$ cat config.mk
export PLATFORM = sky130hd
export DESIGN_NAME = xxhash32_stream_feeder_flat
export DESIGN_NICKNAME = d
export VERILOG_FILES = /design/src/rtl/xxhash32_stream_feeder_if.sv /design/src/rtl/xxhash32_stream_feeder.sv /design/src/flat_wrapper.sv
export SDC_FILE = /design/constraint.sdc
export NUM_CORES = 1
export LEC_CHECK = 0
export CORE_ASPECT_RATIO = 1.25
export CORE_UTILIZATION = 40
export CTS_BUF_LIST = sky130_fd_sc_hd__clkbuf_4 sky130_fd_sc_hd__clkbuf_8
export CTS_CLUSTER_DIAMETER = 120
export DETAILED_ROUTE_END_ITERATION = 7
export PLACE_DENSITY = 0.73
export SLEW_MARGIN = 10
export SYNTH_ARGS = -nofsm -noshare
export SYNTH_HDL_FRONTEND = slang
export SYNTH_SLANG_ARGS = --single-unit
export TNS_END_PERCENT = 1
$ cat constraint.sdc
create_clock -name i_clk -period 1.9 [get_ports i_clk]
set_input_delay 0.38 -clock i_clk [delete_from_list [all_inputs] [get_ports i_clk]]
set_output_delay 0.38 -clock i_clk [all_outputs]
set_load 0.02 [all_outputs]
$ cat src/rtl/xxhash32_stream_feeder_if.sv
// Bundles the byte stream, xxhash32 core strobes and digest result port of the feeder.
// The feeder connects through the slave modport; the environment uses the master modport.
interface xxhash32_stream_feeder_if;
  logic [7:0]  s_byte;
  logic        s_valid;
  logic        s_last;
  logic        s_ready;
  logic        core_seed_in;
  logic        core_add_to_hash;
  logic        core_request_hash;
  logic [31:0] core_input_bytes;
  logic        core_hash_ready;
  logic [31:0] core_output_hash;
  logic [31:0] m_hash;
  logic        m_error;
  logic        m_valid;
  logic        m_ready;

  modport slave (
    input  s_byte, s_valid, s_last,
    output s_ready,
    output core_seed_in, core_add_to_hash, core_request_hash, core_input_bytes,
    input  core_hash_ready, core_output_hash,
    output m_hash, m_error, m_valid,
    input  m_ready
  );

  modport master (
    output s_byte, s_valid, s_last,
    input  s_ready,
    input  core_seed_in, core_add_to_hash, core_request_hash, core_input_bytes,
    output core_hash_ready, core_output_hash,
    input  m_hash, m_error, m_valid,
    output m_ready
  );
endinterface

$ cat src/rtl/xxhash32_stream_feeder.sv
// Packs a last-flagged byte stream into little-endian words, sequences the xxhash32 core
// strobes for one message at a time and returns the digest on a valid/ready result port.
module xxhash32_stream_feeder #(
  parameter int WORD_SIZE      = 32,
  parameter int TIMEOUT_CYCLES = 16
) (
  input  logic                       i_clk,
  input  logic                       i_rst,
  input  logic [WORD_SIZE-1:0]       i_cfg_seed,
  xxhash32_stream_feeder_if.slave    io_bus
);

  localparam int TIMER_W = $clog2(TIMEOUT_CYCLES + 1);

  typedef enum logic [2:0] {
    S_IDLE,
    S_SEED,
    S_COLLECT,
    S_FLUSH,
    S_REQ,
    S_WAIT,
    S_OUT
  } state_t;

  state_t               r_state;
  state_t               w_next;
  logic [1:0]           r_count;
  logic [WORD_SIZE-9:0] r_pack;
  logic                 r_error;
  logic [TIMER_W-1:0]   r_timer;
  logic                 r_seed_in;
  logic                 r_add;
  logic                 r_req;
  logic [WORD_SIZE-1:0] r_in;
  logic [WORD_SIZE-1:0] r_m_hash;
  logic                 r_m_error;
  logic                 r_m_valid;
  logic                 w_accept;
  logic                 w_timeout;
  logic                 w_word_done;

  assign w_accept    = (r_state == S_COLLECT) && io_bus.s_valid;
  assign w_word_done = w_accept && (r_count == 2'd3);
  assign w_timeout   = (r_timer == TIMER_W'(TIMEOUT_CYCLES - 1));

  always_comb begin
    w_next = r_state;
    case (r_state)
      S_IDLE:    if (io_bus.s_valid) w_next = S_SEED;
      S_SEED:    w_next = S_COLLECT;
      S_COLLECT: if (w_accept && io_bus.s_last) w_next = (r_count == 2'd3) ? S_FLUSH : S_REQ;
      S_FLUSH:   w_next = S_REQ;
      S_REQ:     w_next = S_WAIT;
      S_WAIT:    if (io_bus.core_hash_ready || w_timeout) w_next = S_OUT;
      S_OUT:     if (io_bus.m_ready) w_next = S_IDLE;
      default:   w_next = S_IDLE;
    endcase
  end

  // Strobes are registered from the next state so each one lines up with its own state cycle;
  // the add strobe instead follows the 4th byte so packing never stalls the stream.
  always_ff @(posedge i_clk) begin
    if (i_rst) begin
      r_state   <= S_IDLE;
      r_count   <= 2'd0;
      r_pack    <= '0;
      r_error   <= 1'b0;
      r_timer   <= '0;
      r_seed_in <= 1'b0;
      r_add     <= 1'b0;
      r_req     <= 1'b0;
      r_in      <= '0;
      r_m_hash  <= '0;
      r_m_error <= 1'b0;
      r_m_valid <= 1'b0;
    end else begin
      r_state   <= w_next;
      r_seed_in <= (r_state == S_IDLE) && (w_next == S_SEED);
      r_add     <= w_word_done;
      r_req     <= (w_next == S_REQ);
      r_m_valid <= (w_next == S_OUT);

      if ((r_state == S_IDLE) && (w_next == S_SEED)) begin
        r_in <= i_cfg_seed;
      end else if (w_word_done) begin
        r_in <= {io_bus.s_byte, r_pack};
      end

      if (w_accept) begin
        r_count <= r_count + 2'd1;
        case (r_count)
          2'd0:    r_pack[7:0]   <= io_bus.s_byte;
          2'd1:    r_pack[15:8]  <= io_bus.s_byte;
          2'd2:    r_pack[23:16] <= io_bus.s_byte;
          default: ;
        endcase
        if (io_bus.s_last) begin
          // A message ending mid-word drops its tail bytes and is flagged in the result.
          r_count <= 2'd0;
          r_pack  <= '0;
          if (r_count != 2'd3) r_error <= 1'b1;
        end
      end

      if (r_state == S_REQ) r_timer <= '0;
      if (r_state == S_WAIT) begin
        r_timer <= r_timer + TIMER_W'(1);
        if (io_bus.core_hash_ready) begin
          r_m_hash  <= io_bus.core_output_hash;
          r_m_error <= r_error;
        end else if (w_timeout) begin
          r_m_hash  <= '0;
          r_m_error <= 1'b1;
        end
      end

      if ((r_state == S_OUT) && io_bus.m_ready) begin
        r_m_hash  <= '0;
        r_m_error <= 1'b0;
        r_error   <= 1'b0;
        r_count   <= 2'd0;
        r_pack    <= '0;
        r_timer   <= '0;
      end
    end
  end

  assign io_bus.s_ready           = (r_state == S_COLLECT);
  assign io_bus.core_seed_in      = r_seed_in;
  assign io_bus.core_add_to_hash  = r_add;
  assign io_bus.core_request_hash = r_req;
  assign io_bus.core_input_bytes  = r_in;
  assign io_bus.m_hash            = r_m_hash;
  assign io_bus.m_error           = r_m_error;
  assign io_bus.m_valid           = r_m_valid;

endmodule
$ cat src/flat_wrapper.sv
// flat-port wrapper written by rule: the top's interface ports become plain ports
module xxhash32_stream_feeder_flat 
#(
  parameter int WORD_SIZE      = 32,
  parameter int TIMEOUT_CYCLES = 16
)
  (i_clk, i_rst, i_cfg_seed, io_bus_s_byte, io_bus_s_valid, io_bus_s_last, io_bus_s_ready, io_bus_core_seed_in, io_bus_core_add_to_hash, io_bus_core_request_hash, io_bus_core_input_bytes, io_bus_core_hash_ready, io_bus_core_output_hash, io_bus_m_hash, io_bus_m_error, io_bus_m_valid, io_bus_m_ready);
  xxhash32_stream_feeder_if io_bus_i ();
  input  logic i_clk;
  input  logic i_rst;
  input  logic [WORD_SIZE-1:0] i_cfg_seed;
  input wire logic [$bits(io_bus_i.s_byte)-1:0] io_bus_s_byte;
  input wire logic [$bits(io_bus_i.s_valid)-1:0] io_bus_s_valid;
  input wire logic [$bits(io_bus_i.s_last)-1:0] io_bus_s_last;
  output wire logic [$bits(io_bus_i.s_ready)-1:0] io_bus_s_ready;
  output wire logic [$bits(io_bus_i.core_seed_in)-1:0] io_bus_core_seed_in;
  output wire logic [$bits(io_bus_i.core_add_to_hash)-1:0] io_bus_core_add_to_hash;
  output wire logic [$bits(io_bus_i.core_request_hash)-1:0] io_bus_core_request_hash;
  output wire logic [$bits(io_bus_i.core_input_bytes)-1:0] io_bus_core_input_bytes;
  input wire logic [$bits(io_bus_i.core_hash_ready)-1:0] io_bus_core_hash_ready;
  input wire logic [$bits(io_bus_i.core_output_hash)-1:0] io_bus_core_output_hash;
  output wire logic [$bits(io_bus_i.m_hash)-1:0] io_bus_m_hash;
  output wire logic [$bits(io_bus_i.m_error)-1:0] io_bus_m_error;
  output wire logic [$bits(io_bus_i.m_valid)-1:0] io_bus_m_valid;
  input wire logic [$bits(io_bus_i.m_ready)-1:0] io_bus_m_ready;
  assign io_bus_i.s_byte = io_bus_s_byte;
  assign io_bus_i.s_valid = io_bus_s_valid;
  assign io_bus_i.s_last = io_bus_s_last;
  assign io_bus_s_ready = io_bus_i.s_ready;
  assign io_bus_core_seed_in = io_bus_i.core_seed_in;
  assign io_bus_core_add_to_hash = io_bus_i.core_add_to_hash;
  assign io_bus_core_request_hash = io_bus_i.core_request_hash;
  assign io_bus_core_input_bytes = io_bus_i.core_input_bytes;
  assign io_bus_i.core_hash_ready = io_bus_core_hash_ready;
  assign io_bus_i.core_output_hash = io_bus_core_output_hash;
  assign io_bus_m_hash = io_bus_i.m_hash;
  assign io_bus_m_error = io_bus_i.m_error;
  assign io_bus_m_valid = io_bus_i.m_valid;
  assign io_bus_i.m_ready = io_bus_m_ready;
  xxhash32_stream_feeder #(.WORD_SIZE(WORD_SIZE), .TIMEOUT_CYCLES(TIMEOUT_CYCLES)) u_core (.i_clk(i_clk), .i_rst(i_rst), .i_cfg_seed(i_cfg_seed), .io_bus(io_bus_i));
endmodule
==> metrics.yaml <==
max_slew_violation_count: 0
htree_levels: 3
synth.largest_area_cell: "sky130_fd_sc_hd__dfxtp_1"
critPathLaunchType: "input port"
weighted_congestion_reported_at_the_end_of_routability_driven_placement: 0.800
die_area_sq_mm: 0.0119
via_count: 4475
synth_commonest_cells: "104 x sky130_fd_sc_hd__dfxtp_1, 85 x sky130_fd_sc_hd__o21ai_0, 65 x sky130_fd_sc_hd__a21oi_1"
antenna_violations_before_repair: 0
hold_ws_ns: 0.261
wl_per_cell_um: 15.7
synth_most_common_cell: "sky130_fd_sc_hd__dfxtp_1"
hold_path_startpoint: "i_rst"
clk_latency_ns: 0.37
io-pin-count: 148
dieHeight_um: 122
post_route_cells_drive_above_1_share: 0.131
grt_pass1_wl_um: 21300
yosys_register_bits: 104
worstMarginPinSlew_ns: 0.544
cells_after_synth: 537
switchingPower_mw: 1.26
placement_rows: 43
worstSetupStartpoint: "io_bus_s_valid"
final-instance-count-excl-fill: 808
wl_um: 12600
antenna_left: 0
fp.coreArea_sq_mm: 0.0111
run_status: "complete, but fails checks"
clk_pin_slew_ns: 0.09
rel_slew_slack: 0.637
finished_core_util: 0.585
first_global_vias: 4436
async_reset_ff_frac: 0
buffer_levels_on_the_longest_clock_path: 2
final_critical_period_ns: 1.81
crit_path_max_fanout: 64
grt_remaining_overflow: 0
syn_nets: 621
combinationalPowerShare: 0.193
initial_utilization: 0.413
rr_startpoint: "u_core.r_timer[0]"
worst-endpoint-required_ns: 2.13
die_w_um: 97.9
netSwitchingFraction: 0.265
share_clk_of_total_power: 0.321
power_per_cell_area_mw_per_mm2: 733
cts_tree: "yes"
seqPwrFrac: 0.487
cts_inserted_buffers: 9
synth_top_area_frac: 0.453
cts_sinks: 104
violated_checks: "DRC"
cp_capture_type: "register"
port_buffers: 147
rsz0062_at_grt: "false"
vdd_ir_drop_max_mv: 0.451
yosysWarningCount: 0
final_total_pwr_mw: 4.77
setup_viol_count_final: 0
post_drt_via_cell_ratio: 5.54
post_synth_instance_area_sq_mm: 0.00460
yosysSeqAreaShare: 0.453
first_pass_iters: 6
fin_worst_skew_ns: 0.00926
mapped_avg_cell_area_sq_um: 8.57
maxCapViolations: 0
period_share: 0.951
timing.setup.critical_path_class: "input port to register"
cell_internal_power_dissipation_mw: 3.51
numPlacedInstances: 792
antenna_cells: 0
grt_usage: 0.218
area_delta_synth_final_pct: 41.5
dominantRegCellSynth: "sky130_fd_sc_hd__dfxtp_1"
leakagePower_nw: 2.14
worst_hold_class: "input port to register"
drtIter0Drc: 201
nNetsFinal: 752
cts_root_buf: "sky130_fd_sc_hd__clkbuf_8"
unique_masters_post_synth: 36
synth.area.top_cells: "sky130_fd_sc_hd__dfxtp_1 45%, sky130_fd_sc_hd__a311oi_2 10%, sky130_fd_sc_hd__o21ai_0 9.2%, sky130_fd_sc_hd__a21oi_1 7.1%, sky130_fd_sc_hd__nand3_1 6.5%"
totalNegativeSetupSlack_ns: 0
timing_hold_violations_final: 0
grt_max_degree: 65
maximum_operating_frequency_ghz: 0.553
critPathArrivalTime_ns: 2.04
remaining_drc_errors: 11
count_of_flip_flops_with_a_built_in_enable_after_synthesis: 0
place_hpwl_um: 8760
-- metrics by stage --
step / setup slack, ns / cell area, sq um
5_1_grt: 0.0278 / 6510
3_3_place_gp: -0.214 / 6280
4_1_cts: 0.0117 / 6510
2_1_floorplan: 0.165 / 4600
3_5_place_dp: -0.267 / 6280
6_report: 0.0922 / 6510
-- area by class of cell --
| class | count | area [sq um] |
|---|---|---|
| Inverter | 4 | 15.0 |
| Clock buffer | 11 | 139 |
| Multi-Input combinational cell | 374 | 2260 |
| Tap cell | 135 | 169 |
| Clock inverter | 5 | 81.3 |
| Fill cell | 986 | 4630 |
| Sequential cell | 104 | 2080 |
| Timing Repair Buffer | 175 | 1760 |
-- cells in the final DEF, fill, tap and decap left out, drive strengths merged, types with 2 or more instances in the layout --
master and count:
bufinv 2, or3 2, nand3 60, o21ai 89, a311oi 32, nand3b 3
clkbuf 12, clkinv 2, ha 6, dfxtp 104, a21oi 65, buf 29
nor3 2, nand2 39, clkdlybuf4s50 145, or3b 2, nor2b 15, nor2 40
a31o 2, o21bai 2, inv 4
-- timing repair --
action                     in CTS  in global routing
setup endpoints to repair       3                  5
hold buffers                    0                  0
setup buffers                   0                  0
cloned                          0                  0
pin swaps                       0                  1
gates resized for setup         2                  3
-- registers in the layout, indices dropped and copies added, names as in the netlist, 2 cells and up --
register,count
u_core.io_bus.core_input_bytes,32
u_core.io_bus.m_hash,32
u_core.r_count,2
u_core.r_pack,24
u_core.r_state,3
u_core.r_timer,5
-- cells by family after synthesis --
group | count (synthesis) | share of synthesized area
AOI/OAI and AO/OA | 194 | 0.286
adders and majority gates | 6 | 0.0163
buffers and inverters | 59 | 0.0588
DFF | 104 | 0.453
muxes | 1 | 0.00245
and+or+nand+nor | 173 | 0.184
-- metal layers --
layer	GRT usage	wire length, um	vias up	part of all wire
met4	0.0682	187	0	0.015
met3	0.0660	870	17	0.069
met2	0.373	6390	141	0.51
li1	-	-	2179	-
met1	0.262	5200	2138	0.41
met5	0	0	-	0
-- power groups by stage --
stage / clock network (mW) / logic, mW / registers [mW]
3_3_place_gp: 0 / 0.896 / 2.37
2_1_floorplan: 0 / 0.382 / 2.47
6_report: 1.53 / 0.920 / 2.32
5_1_grt: 1.66 / 0.985 / 2.33
4_1_cts: 1.58 / 0.923 / 2.32
3_5_place_dp: 0 / 0.920 / 2.37
-- final timing paths --
| kind | endpoint | slack [ns] | cells after the start |
|---|---|---|---|
| setup reg to reg | u_core.io_bus.m_valid | 0.09 | 6 |
| hold / removal | u_core.io_bus.core_request_hash | 0.26 | 2 |
| setup / recovery | u_core.io_bus.core_input_bytes[23] | 0.09 | 5 |
| hold reg to reg | u_core.r_timer[4] | 0.47 | 2 |
-- critical path, stage by stage --
cell	delay [ns]
sky130_fd_sc_hd__clkdlybuf4s50_1	0.47
sky130_fd_sc_hd__or4b_2	0.64
sky130_fd_sc_hd__buf_12	0.23
sky130_fd_sc_hd__nor2_1	0.19
sky130_fd_sc_hd__a311oi_2	0.07
(Power assumes the default switching activity.)
==> RTL edit, RTL diff (same settings) <==
`TIMEOUT_CYCLES` is set to 16 in 2 places; all go to 32.
--- a/src/rtl/xxhash32_stream_feeder.sv
+++ b/src/rtl/xxhash32_stream_feeder.sv
@@ -2,7 +2,7 @@
 // strobes for one message at a time and returns the digest on a valid/ready result port.
 module xxhash32_stream_feeder #(
   parameter int WORD_SIZE      = 32,
-  parameter int TIMEOUT_CYCLES = 16
+  parameter int TIMEOUT_CYCLES = 32
 ) (
   input  logic                       i_clk,
   input  logic                       i_rst,
--- a/src/flat_wrapper.sv
+++ b/src/flat_wrapper.sv
@@ -2,7 +2,7 @@
 module xxhash32_stream_feeder_flat 
 #(
   parameter int WORD_SIZE      = 32,
-  parameter int TIMEOUT_CYCLES = 16
+  parameter int TIMEOUT_CYCLES = 32
 )
   (i_clk, i_rst, i_cfg_seed, io_bus_s_byte, io_bus_s_valid, io_bus_s_last, io_bus_s_ready, io_bus_core_seed_in, io_bus_core_add_to_hash, io_bus_core_request_hash, io_bus_core_input_bytes, io_bus_core_hash_ready, io_bus_core_output_hash, io_bus_m_hash, io_bus_m_error, io_bus_m_valid, io_bus_m_ready);
   xxhash32_stream_feeder_if io_bus_i ();
Function: no difference found for any inputs over 4 cycles, from zero or initial values and one cycle with i_rst high; that may be too few to reach the edited logic, so the function may still have changed.
==> RTL edit against the original RTL <==
The flow finishes with violations (negative setup slack). Worst setup slack lost 120 ps. Clock skew grew 6.1 ps. Fmax shrank 6.0%. Sequential cell count grew 1. Synthesized area shrank 9.7%. Final area shrank 6.4%. Routed wire length shrank 13%. Largest cell class is now flip-flops and latches. Power grew 1.1%. Global-route usage shrank 1.8 points.
==> RTL edit: results (changes against the original RTL) <==
{
  "grt_usage": {"value": 0.200, "change": "was 0.218"},
  "number_of_unique_standard_cell_types_used_by_synthesis": {"value": 37, "change": "was 36"},
  "max_slew_margin_vs_limit": {"value": 0.231, "change": "was 0.637"},
  "placement.setup.worst_slack": {"value": -451, "unit": "ps", "change": "was -267 ps"},
  "drive_above_1_share": {"value": 0.0821, "change": "was 0.131"},
  "setup.worst_path.start": {"value": "io_bus_m_ready", "change": "was io_bus_s_valid"},
  "fillers": {"value": 875, "change": "was 986"},
  "combinational_power_share": {"value": 0.168, "change": "was 0.193"},
  "vdd.ir_drop.worst": {"value": 0.380, "unit": "mV", "change": "was 0.451 mV"},
  "syn-mean-instance-area": {"value": 9.21, "unit": "µm²", "change": "was 8.57 µm²"},
  "power_leakage": {"value": 2.24, "unit": "nW", "change": "was 2.14 nW"},
  "hold_path_depth": {"value": 1, "change": "was 2"},
  "detailedPlacementHpwl": {"value": 7980, "unit": "µm", "change": "was 8760 µm"},
  "nNonClkBuffers": {"value": 169, "change": "was 175"},
  "num-multi-input-gates": {"value": 301, "change": "was 374"},
  "setup.worst_path.end": {"value": "u_core.io_bus.m_hash[11]", "change": "was u_core.io_bus.core_input_bytes[23]"},
  "wirelength_met1": {"value": 4900, "unit": "µm", "change": "was 5200 µm"},
  "critical_path.reg2reg.startpoint": {"value": "u_core.r_state[0]", "change": "was u_core.r_timer[0]"},
  "taps": {"value": 129, "change": "was 135"},
  "failed_checks": {"value": "negative setup slack", "change": "was design-rule violations"},
  "rr_worst_depth": {"value": 4, "change": "was 6"},
  "total_setup_violations_reported_at_the_end_of_the_flow": {"value": 12, "change": "was 0"},
  "yosysSeqAreaShare": {"value": 0.506, "change": "was 0.453"},
  "worst_ep_arrival_time": {"value": 2230, "unit": "ps", "change": "was 2040 ps"},
  "reg2reg_setup_slack": {"value": -10, "unit": "ps", "change": "was 90 ps"},
  "invs_w_o_clock": {"value": 6, "change": "was 4"},
  "drt-wirelength-per-cell": {"value": 15.2, "unit": "µm", "change": "was 15.7 µm"},
  "total_detailed_routing_wirelength": {"value": 11000, "unit": "µm", "change": "was 12600 µm"},
  "routed_via_density": {"value": 5.33, "change": "was 5.54"},
  "outcome": {"value": "finished with violations", "change": "unchanged"},
  "detailroute.wirelength.met2": {"value": 5170, "unit": "µm", "change": "was 6390 µm"},
  "finalWorstSetupSlack": {"value": -23.2, "unit": "ps", "change": "was 92.2 ps"},
  "final_net_count": {"value": 675, "change": "was 752"},
  "sh_seq_area": {"value": 0.345, "change": "was 0.320"},
  "power.clock.fraction": {"value": 0.346, "change": "was 0.321"},
  "drt_pass1_iterations": {"value": 4, "change": "was 6"},
  "grt_first_pass_wirelength": {"value": 17000, "unit": "µm", "change": "was 21300 µm"}
}
==> RTL edit: timing repair <==
item,CTS,global route
hold buffers,0,0
pin swaps,4,18
cloned,0,0
endpoints found under the setup margin,33,32
gates resized for setup,4,0
==> RTL edit: layer usage <==
layer / GRT usage / vias to the layer above
li1: - / 1905
met1: 0.246 / 1800
met2: 0.333 / 149
met3: 0.0551 / 12
met4: 0.0738 / 0
met5: 0 / -
==> RTL edit: kinds of logic after synthesis <==
logic type | share of synthesized area
and+or+nand+nor | 0.201
AOI/OAI and AO/OA | 0.226
DFF | 0.506
buffers and inverters | 0.0521
adders and majority gates | 0.0151
==> RTL edit: worst max-delay path: stages <==
cell and delay [ps]:
sky130_fd_sc_hd__clkdlybuf4s50_1 440, sky130_fd_sc_hd__nand2_2 110, sky130_fd_sc_hd__o21bai_4 70, sky130_fd_sc_hd__nor3_4 920
sky130_fd_sc_hd__a22o_1 290
